==> config.mk <==
export PLATFORM = sky130hd
export DESIGN_NAME = nibble_serial_addsub_ctrl
export DESIGN_NICKNAME = d
export VERILOG_FILES = /design/src/rtl/adder_ctrl_pkg.sv /design/src/rtl/adder4.sv /design/src/rtl/nibble_serial_addsub_ctrl.sv
export SDC_FILE = /design/constraint.sdc
export NUM_CORES = 1
export LEC_CHECK = 0
export BUFFER_PORTS_ARGS = -buffer_cell sky130_fd_sc_hd__buf_2
export CAP_MARGIN = 15
export CORE_UTILIZATION = 50
export CTS_CLUSTER_DIAMETER = 40
export DETAILED_ROUTE_END_ITERATION = 12
export GPL_TIMING_DRIVEN = 1
export HOLD_SLACK_MARGIN = 0.12
export PLACE_DENSITY = 0.84
export SLEW_MARGIN = 20
export SYNTH_ARGS = -nofsm -noshare
export SYNTH_HDL_FRONTEND = slang
export SYNTH_SLANG_ARGS = --single-unit
==> constraint.sdc <==
create_clock -name Clk -period 3.2 [get_ports Clk]
set_input_delay 0.48 -clock Clk [delete_from_list [all_inputs] [get_ports Clk]]
set_output_delay 0.48 -clock Clk [all_outputs]
set_load 0.02 [all_outputs]
==> src/rtl/adder_ctrl_pkg.sv <==
// Shared types and constants for the nibble-serial add/subtract sequencer.
package adder_ctrl_pkg;

    typedef enum logic [1:0] {
        IDLE = 2'd0,
        ADD  = 2'd1,
        DONE = 2'd2
    } addsub_state_t;

    localparam int SLICE_W = 4;

endpackage

==> src/rtl/adder4.sv <==
// 4-bit ripple-carry slice; purely combinational, reused once per nibble by the sequencer.
module adder4 (
    input  logic [3:0] a,
    input  logic [3:0] b,
    input  logic       cin,
    output logic [3:0] sum,
    output logic       cout
);

    logic [4:0] carry;

    always_comb begin
        carry    = '0;
        sum      = '0;
        carry[0] = cin;
        for (int i = 0; i < 4; i++) begin
            sum[i]       = a[i] ^ b[i] ^ carry[i];
            carry[i + 1] = (a[i] & b[i]) | (carry[i] & (a[i] ^ b[i]));
        end
        cout = carry[4];
    end

endmodule

==> src/rtl/nibble_serial_addsub_ctrl.sv <==
// WIDTH-bit add/subtract computed one nibble per cycle through a shared adder4, LSB first.
// Run/Done four-phase handshake; result, carry and overflow update only on the final slice.
module nibble_serial_addsub_ctrl
    import adder_ctrl_pkg::*;
#(
    parameter int WIDTH = 16
) (
    input  logic             Clk,
    input  logic             Reset,
    input  logic             Run,
    input  logic             Sub,
    input  logic [WIDTH-1:0] A,
    input  logic [WIDTH-1:0] B,
    output logic [WIDTH-1:0] S,
    output logic             Cout,
    output logic             V,
    output logic             Busy,
    output logic             Done
);

    localparam int NSL = WIDTH / SLICE_W;
    localparam int CW  = (NSL > 1) ? $clog2(NSL) : 1;

    if ((WIDTH % SLICE_W) != 0 || WIDTH == 0) begin : g_width_chk
        $error("nibble_serial_addsub_ctrl: WIDTH must be a non-zero multiple of 4");
    end

    addsub_state_t    state_q, state_d;
    logic [CW-1:0]    cnt_q, cnt_d;
    logic [WIDTH-1:0] a_q, a_d;
    logic [WIDTH-1:0] b_q, b_d;
    logic             c_q, c_d;
    logic             a_msb_q, a_msb_d;
    logic             b_msb_q, b_msb_d;
    logic [WIDTH-1:0] acc_q, acc_d;
    logic [WIDTH-1:0] s_q, s_d;
    logic             cout_q, cout_d;
    logic             v_q, v_d;

    logic [SLICE_W-1:0] a_nib, b_nib, sum_nib;
    logic               cout_nib;

    // Nibble mux written with constant indices so the slice select stays a plain decoder.
    always_comb begin
        a_nib = '0;
        b_nib = '0;
        for (int i = 0; i < NSL; i++) begin
            if (cnt_q == CW'(i)) begin
                a_nib = a_q[i*SLICE_W +: SLICE_W];
                b_nib = b_q[i*SLICE_W +: SLICE_W];
            end
        end
    end

    adder4 u_adder4 (
        .a    (a_nib),
        .b    (b_nib),
        .cin  (c_q),
        .sum  (sum_nib),
        .cout (cout_nib)
    );

    always_comb begin
        state_d = state_q;
        cnt_d   = cnt_q;
        a_d     = a_q;
        b_d     = b_q;
        c_d     = c_q;
        a_msb_d = a_msb_q;
        b_msb_d = b_msb_q;
        acc_d   = acc_q;
        s_d     = s_q;
        cout_d  = cout_q;
        v_d     = v_q;

        case (state_q)
            IDLE: begin
                if (Run) begin
                    a_d     = A;
                    b_d     = B ^ {WIDTH{Sub}};
                    c_d     = Sub;
                    a_msb_d = A[WIDTH-1];
                    b_msb_d = B[WIDTH-1] ^ Sub;
                    cnt_d   = '0;
                    state_d = ADD;
                end
            end
            ADD: begin
                for (int i = 0; i < NSL; i++) begin
                    if (cnt_q == CW'(i)) begin
                        acc_d[i*SLICE_W +: SLICE_W] = sum_nib;
                    end
                end
                c_d = cout_nib;
                if (cnt_q == CW'(NSL - 1)) begin
                    s_d     = acc_d;
                    cout_d  = cout_nib;
                    v_d     = (a_msb_q == b_msb_q) && (acc_d[WIDTH-1] != a_msb_q);
                    state_d = DONE;
                end else begin
                    cnt_d = cnt_q + CW'(1);
                end
            end
            DONE: begin
                if (!Run) begin
                    state_d = IDLE;
                end
            end
            default: state_d = IDLE;
        endcase
    end

    always_ff @(posedge Clk) begin
        if (Reset) begin
            state_q <= IDLE;
            cnt_q   <= '0;
            a_q     <= '0;
            b_q     <= '0;
            c_q     <= 1'b0;
            a_msb_q <= 1'b0;
            b_msb_q <= 1'b0;
            acc_q   <= '0;
            s_q     <= '0;
            cout_q  <= 1'b0;
            v_q     <= 1'b0;
        end else begin
            state_q <= state_d;
            cnt_q   <= cnt_d;
            a_q     <= a_d;
            b_q     <= b_d;
            c_q     <= c_d;
            a_msb_q <= a_msb_d;
            b_msb_q <= b_msb_d;
            acc_q   <= acc_d;
            s_q     <= s_d;
            cout_q  <= cout_d;
            v_q     <= v_d;
        end
    end

    assign S    = s_q;
    assign Cout = cout_q;
    assign V    = v_q;
    assign Busy = (state_q == ADD);
    assign Done = (state_q == DONE);

endmodule

## After elaboration in Yosys (flattened, before gate mapping)

Cells that the tools add are included.

- Register bits: 73
- Latch bits: 0
- RAM bits: 0
- ROM bits: 0
- Output and inout bits: 20
- Word-level logic and storage cells: 76
- Memories kept: 0

- $add $sub $neg: 1
- Multiply operators: 0
- Divide/modulo/power cells: 0
- Order comparisons: 0
- Eq/ne operators: 11
- Shift-type cells: 0
- Muxes and demuxes: 22
- Bitwise logic cells: 22
- Reductions and logical operators: 9

Operators with widths:

| kind | count |
|---|---|
| $mux 4 | 13 |
| $xor 16x16->16 | 1 |
| $mux 2 | 5 |
| $xor 1x1->1 | 9 |
| $and 1x1->1 | 8 |
| $eq 2x2->1 const B | 3 |
| $ne 2x2->1 const B | 3 |
| $pmux 2 s3 | 1 |
| $reduce_and 2->1 | 3 |
| $reduce_and 3->1 | 2 |
| $eq 2x1->1 const B | 2 |
| $logic_not 2->1 | 2 |
| $or 1x1->1 | 4 |
| $pmux 2 s2 | 1 |
| $add 2x1->2 const B | 1 |
| $ne 2x1->1 const B | 1 |
| $pmux 1 s2 | 1 |
| $reduce_bool 2->1 | 1 |
| $eq 1x1->1 | 1 |
| $logic_and 1x1->1 | 1 |
| $mux 1 | 1 |
| $ne 1x1->1 | 1 |

## Depth between registers and ports, before layout

- Depth after elaboration: 17
- Depth in mapped cells: 14

## By module

Synthesis repeated with hierarchy kept, for this count alone.

- Cells, all modules: 376
- Area total of the unflattened synthesis: 3,134.3 um^2

By module, submodules not included:

| module | times used | cells an instance | area each (um^2) | sequential area each (um^2) |
|---|---|---|---|---|
| nibble_serial_addsub_ctrl | 1 | 362 | 3,016.6 | 1,341.3 |
| adder4 | 1 | 14 | 117.6 | 0.0 |

## Worst setup path before layout

Ideal clock, no wire load.

- Kind: reg2reg
- Start: reg cnt_q[0]
- End: reg s_q[3], in the netlist S[3]
- Library setup time: 0.086 ns
- Arrival time: 3.229 ns
- Slack: -0.114 ns
- Stages on the path, launching flop included: 15
- Buffers on the path: 2
- Clock period less this slack: 3.314 ns
- Cells stage by stage: dfxtp_1 > inv_1 > ha_1 > clkbuf_1 > a21oi_1 > o21ai_0 > a22oi_1 > fa_1 > inv_1 > fa_1 > fa_1 > fa_1 > clkbuf_1 > mux2i_1 > a211oi_1

- Longest elaborated chain between the ends: 14
- Elaborated cells on any way between the ends: 28

RTL lines:

| item | line | text |
|---|---|---|
| start: declaration | nibble_serial_addsub_ctrl.sv:29 | `logic [CW-1:0] cnt_q, cnt_d;` |
| start signal: assignment | nibble_serial_addsub_ctrl.sv:128 | `cnt_q <= cnt_d;` |
| $logic_not 2->1 | nibble_serial_addsub_ctrl.sv:48, nibble_serial_addsub_ctrl.sv:90 |  |
| $mux 4 (4 in a row) | nibble_serial_addsub_ctrl.sv:48 | `if (cnt_q == CW'(i)) begin` |
| $xor 1x1->1 | adder4.sv:18 | `carry[i + 1] = (a[i] & b[i]) \| (carry[i] & (a[i] ^ b[i]));` |
| $and 1x1->1 | adder4.sv:18 |  |
| $or 1x1->1 | adder4.sv:18 |  |
| $and 1x1->1 | adder4.sv:18 |  |
| $or 1x1->1 | adder4.sv:18 |  |
| $and 1x1->1 | adder4.sv:18 |  |
| $or 1x1->1 | adder4.sv:18 |  |
| $xor 1x1->1 | adder4.sv:17 | `sum[i] = a[i] ^ b[i] ^ carry[i];` |
| $mux 4 | nibble_serial_addsub_ctrl.sv:90 | `if (cnt_q == CW'(i)) begin` |
| end signal: assignment | nibble_serial_addsub_ctrl.sv:123 | `s_q <= '0;` |
| end signal: assignment | nibble_serial_addsub_ctrl.sv:135 | `s_q <= s_d;` |
| end: declaration | nibble_serial_addsub_ctrl.sv:36 | `logic [WIDTH-1:0] s_q, s_d;` |

Several ways; a longest one is shown, not always the timed one.
A chain may end at the register's enable or synchronous reset.

## Worst setup path in the final report

Ends and elaborated chain as after synthesis.

==> flow_metrics.tcl <==
set metrics [dict create \
    path_clk_slew_ps 80 \
    clockPowerShare_pct 38.0 \
    ctsHtreeMaxLevel 3 \
    grt_pass1_wl_um 10700 \
    drc_errors 0 \
    synth-edff-count 0 \
    path_cells "ha_1 -> buf_4 -> a22oi_2 -> fa_2 -> inv_1 -> fa_2 -> fa_2 -> fa_2 -> mux2i_1 -> a211oi_1" \
    internal-power_mw 1.45 \
    num_vias 2628 \
    drive_gt1_share_pct 25.0 \
    worstSetupPathType "register to register" \
    worst_slack_ps 118 \
    cp-end-kind "register" \
    die_h_um 80.7 \
    die_x_um 80.7 \
    drtIter0Drc 160 \
    whs_ps 369 \
    start_util_pct 52.0 \
    placementRows 28 \
    worstMarginPinSlew_ps 909 \
    clockRootBuffer "clkbuf_8" \
    pre_cts_ws_ps -121 \
    synth_mux_area_share_pct 5.82 \
    antenna_found_initial 0 \
    area_growth_pct 19.0 \
    required_ps 3460 \
    hpwl_um 4650 \
    viasPerCell 5.35 \
    slew_viol_final 0 \
    antenna_cells 0 \
    final_nets 455 \
    worst_path_max_delay_cell "fa_2" \
    cts_hold_buf 0 \
    cts_tree "yes" \
    cts_sinks 67 \
    period_needed_ps 3080 \
    cts_max_path_buffers 2 \
    async_reset_ff_share_pct 0 \
    synth_cell_type_count 33 \
    hold_path_class "input pin to register" \
    gp_congestion 0.918 \
    synth_seq_area_share_pct 43.3 \
    drtPass1Iterations 4 \
    ios 56 \
    slew_headroom_pct 39.4 \
    synth_cells 363 \
    ys_ff_latch 67 \
    synth_fa_ha_area_share_pct 4.20 \
    grt_max_degree 45 \
    routedWlPerCell_um 13.5 \
    avgSynthCellArea_um2 8.53 \
    clk_latency_ps 350 \
    cpPeakStageDelay_ps 620 \
    maxCapViolations 0 \
    startpoint_type "register" \
    synth_xor_area_share_pct 4.53 \
    grt_overflow 0 \
    grt_pass1_vias 2349 \
    fin_crit_sh_pct 96.3 \
    finalSetupViolations 0 \
    cts_made_buffers 9 \
    cp_common_cell "fa_2" \
    p_per_area_nw_per_um2 540 \
    critPathBufInv 2 \
    combPwrFrac_pct 16.5 \
    synthSimpleGateAreaFrac_pct 15.7 \
    drtAntennaViolNets 0 \
    p_leak_nw 1.51 \
    die_area_um2 6510 \
    max_freq_mhz 324 \
    power_frac_seq_pct 45.6 \
    synth_warnings 0 \
    status "completed" \
    core_um2 5960 \
    cp_top_family "adder cells" \
    synth_compound_area_share_pct 20.0 \
    yosys_most_used_dff "dfxtp_1" \
    numPortBuffers 55 \
    synth.net_count 407 \
    cp.arrival_ps 3350 \
    swShare_pct 26.9 \
    wl_um 6620 \
    vdd_drop_max_mv 0.307 \
    grtUsageTotal_pct 21.9 \
    crit_fanout 8 \
    skew_ps 8.14 \
    synth_top_family_by_area "compound AO/OA/AOI/OAI gates" \
    synth_area_um2 3100 \
    p_sw_mw 0.536 \
    hold_violations 0 \
]
[cell usage in the layout, fill, tap and decap left out, types with 6 or more instances in the layout]
| cell | instances |
|---|---|
| mux2i_1 | 18 |
| a211oi_1 | 22 |
| buf_4 | 13 |
| clkbuf_8 | 9 |
| nand2_1 | 58 |
| inv_1 | 11 |
| nor2_1 | 39 |
| buf_2 | 55 |
| o21ai_0 | 8 |
| a21oi_1 | 47 |
| xnor2_1 | 12 |
| a22o_1 | 6 |
| dfxtp_1 | 65 |
[worst paths after layout]
check                   startpoint                    end  slack, ps  cells after the start
max          cnt_q[0]$_SDFFE_PP0P_      S[3]$_SDFFE_PP0P_        120                     10
min                          A[11]   a_q[11]$_SDFFE_PP0P_        370                      3
max reg2reg  cnt_q[0]$_SDFFE_PP0P_      S[3]$_SDFFE_PP0P_        120                     10
min reg2reg  acc_q[0]$_SDFFE_PP0P_  acc_q[0]$_SDFFE_PP0P_        460                      2
[tightest hold or removal path, stage by stage]
cell and delay [ps]:
buf_2 90, nand2_1 40, a21oi_1 50
[power groups by stage]
stage	logic [mW]	clock network (mW)	registers (mW)
floorplan	0.230	0	0.911
global placement	0.296	0	0.922
detailed placement	0.306	0	0.923
CTS	0.317	0.768	0.904
global route	0.362	0.804	0.910
finish	0.327	0.755	0.906
[what timing repair did]
action | 4_1_cts | 5_1_grt
buffers inserted | 1 | 0
endpoints found under the setup margin | 6 | 6
pin swaps | 2 | 6
gates resized for setup | 5 | 12
[registers in the layout, summed over array words and instances, names as in the netlist]
register and flops:
acc_q 12, b_q 16, cnt_q 2, S 16
c_q 1, V 1, state_q 2, Cout 1
a_q 16
[cell type report]
type | instances | area [um2]
Clock buffer | 9 | 124
Fill cell | 513 | 2270
Multi-Input combinational cell | 252 | 1600
Tap cell | 75 | 93.8
Sequential cell | 67 | 1350
Inverter | 13 | 48.8
Timing Repair Buffer | 68 | 373
Clock inverter | 7 | 92.6
[cell usage after synthesis (all sizes together), types with 2 or more instances]
master | count | area share (%)
nand3b | 5 | 1.2
a22oi | 2 | 0.48
a22o | 6 | 1.7
mux2i | 18 | 5.8
clkbuf | 16 | 1.9
o21ai | 9 | 1.5
or3b | 2 | 0.57
xnor2 | 12 | 3.4
or2 | 3 | 0.61
fa | 4 | 2.6
nand2 | 58 | 7.0
a211oi | 26 | 7.0
xor2 | 4 | 1.1
o211ai | 3 | 0.73
nor2 | 39 | 4.7
ha | 4 | 1.6
a21oi | 47 | 7.6
inv | 13 | 1.6
dfxtp | 67 | 43
buf | 15 | 2.9
nor3b | 2 | 0.65
[cell families after synthesis]
| group | Yosys count |
|---|---|
| AND/OR/NAND/NOR | 113 |
| AO/OA/AOI/OAI | 97 |
| flip-flops | 67 |
| buffers and inverters | 44 |
| multiplexers | 18 |
| XOR/XNOR | 16 |
| adder cells (fa/ha/maj) | 8 |
[per-stage QoR]
| stage | util (%) | cell area [um2] | TNS [ps] | instances | total power [mW] |
|---|---|---|---|---|---|
| floorplan | - | 3100 | 0 | 363 | 1.14 |
| global placement | 57.3 | 3410 | -37.0 | 474 | 1.22 |
| detailed placement | 57.3 | 3410 | -436 | 474 | 1.23 |
| CTS | 61.2 | 3650 | 0 | 491 | 1.99 |
| global route | 61.9 | 3680 | -5.15 | 491 | 2.08 |
| finish | 61.9 | 3680 | 0 | 491 | 1.99 |
[metal layers]
metal | global-route usage, % | vias to the layer above | share of wire (%)
met4 | 11.8 | 0 | 1.9
met1 | 28.6 | 1213 | 47
li1 | - | 1323 | -
met3 | 4.89 | 9 | 4.7
met5 | 0 | - | 0
met2 | 33.5 | 83 | 46
No activity file was read; power rests on OpenSTA's default activity.
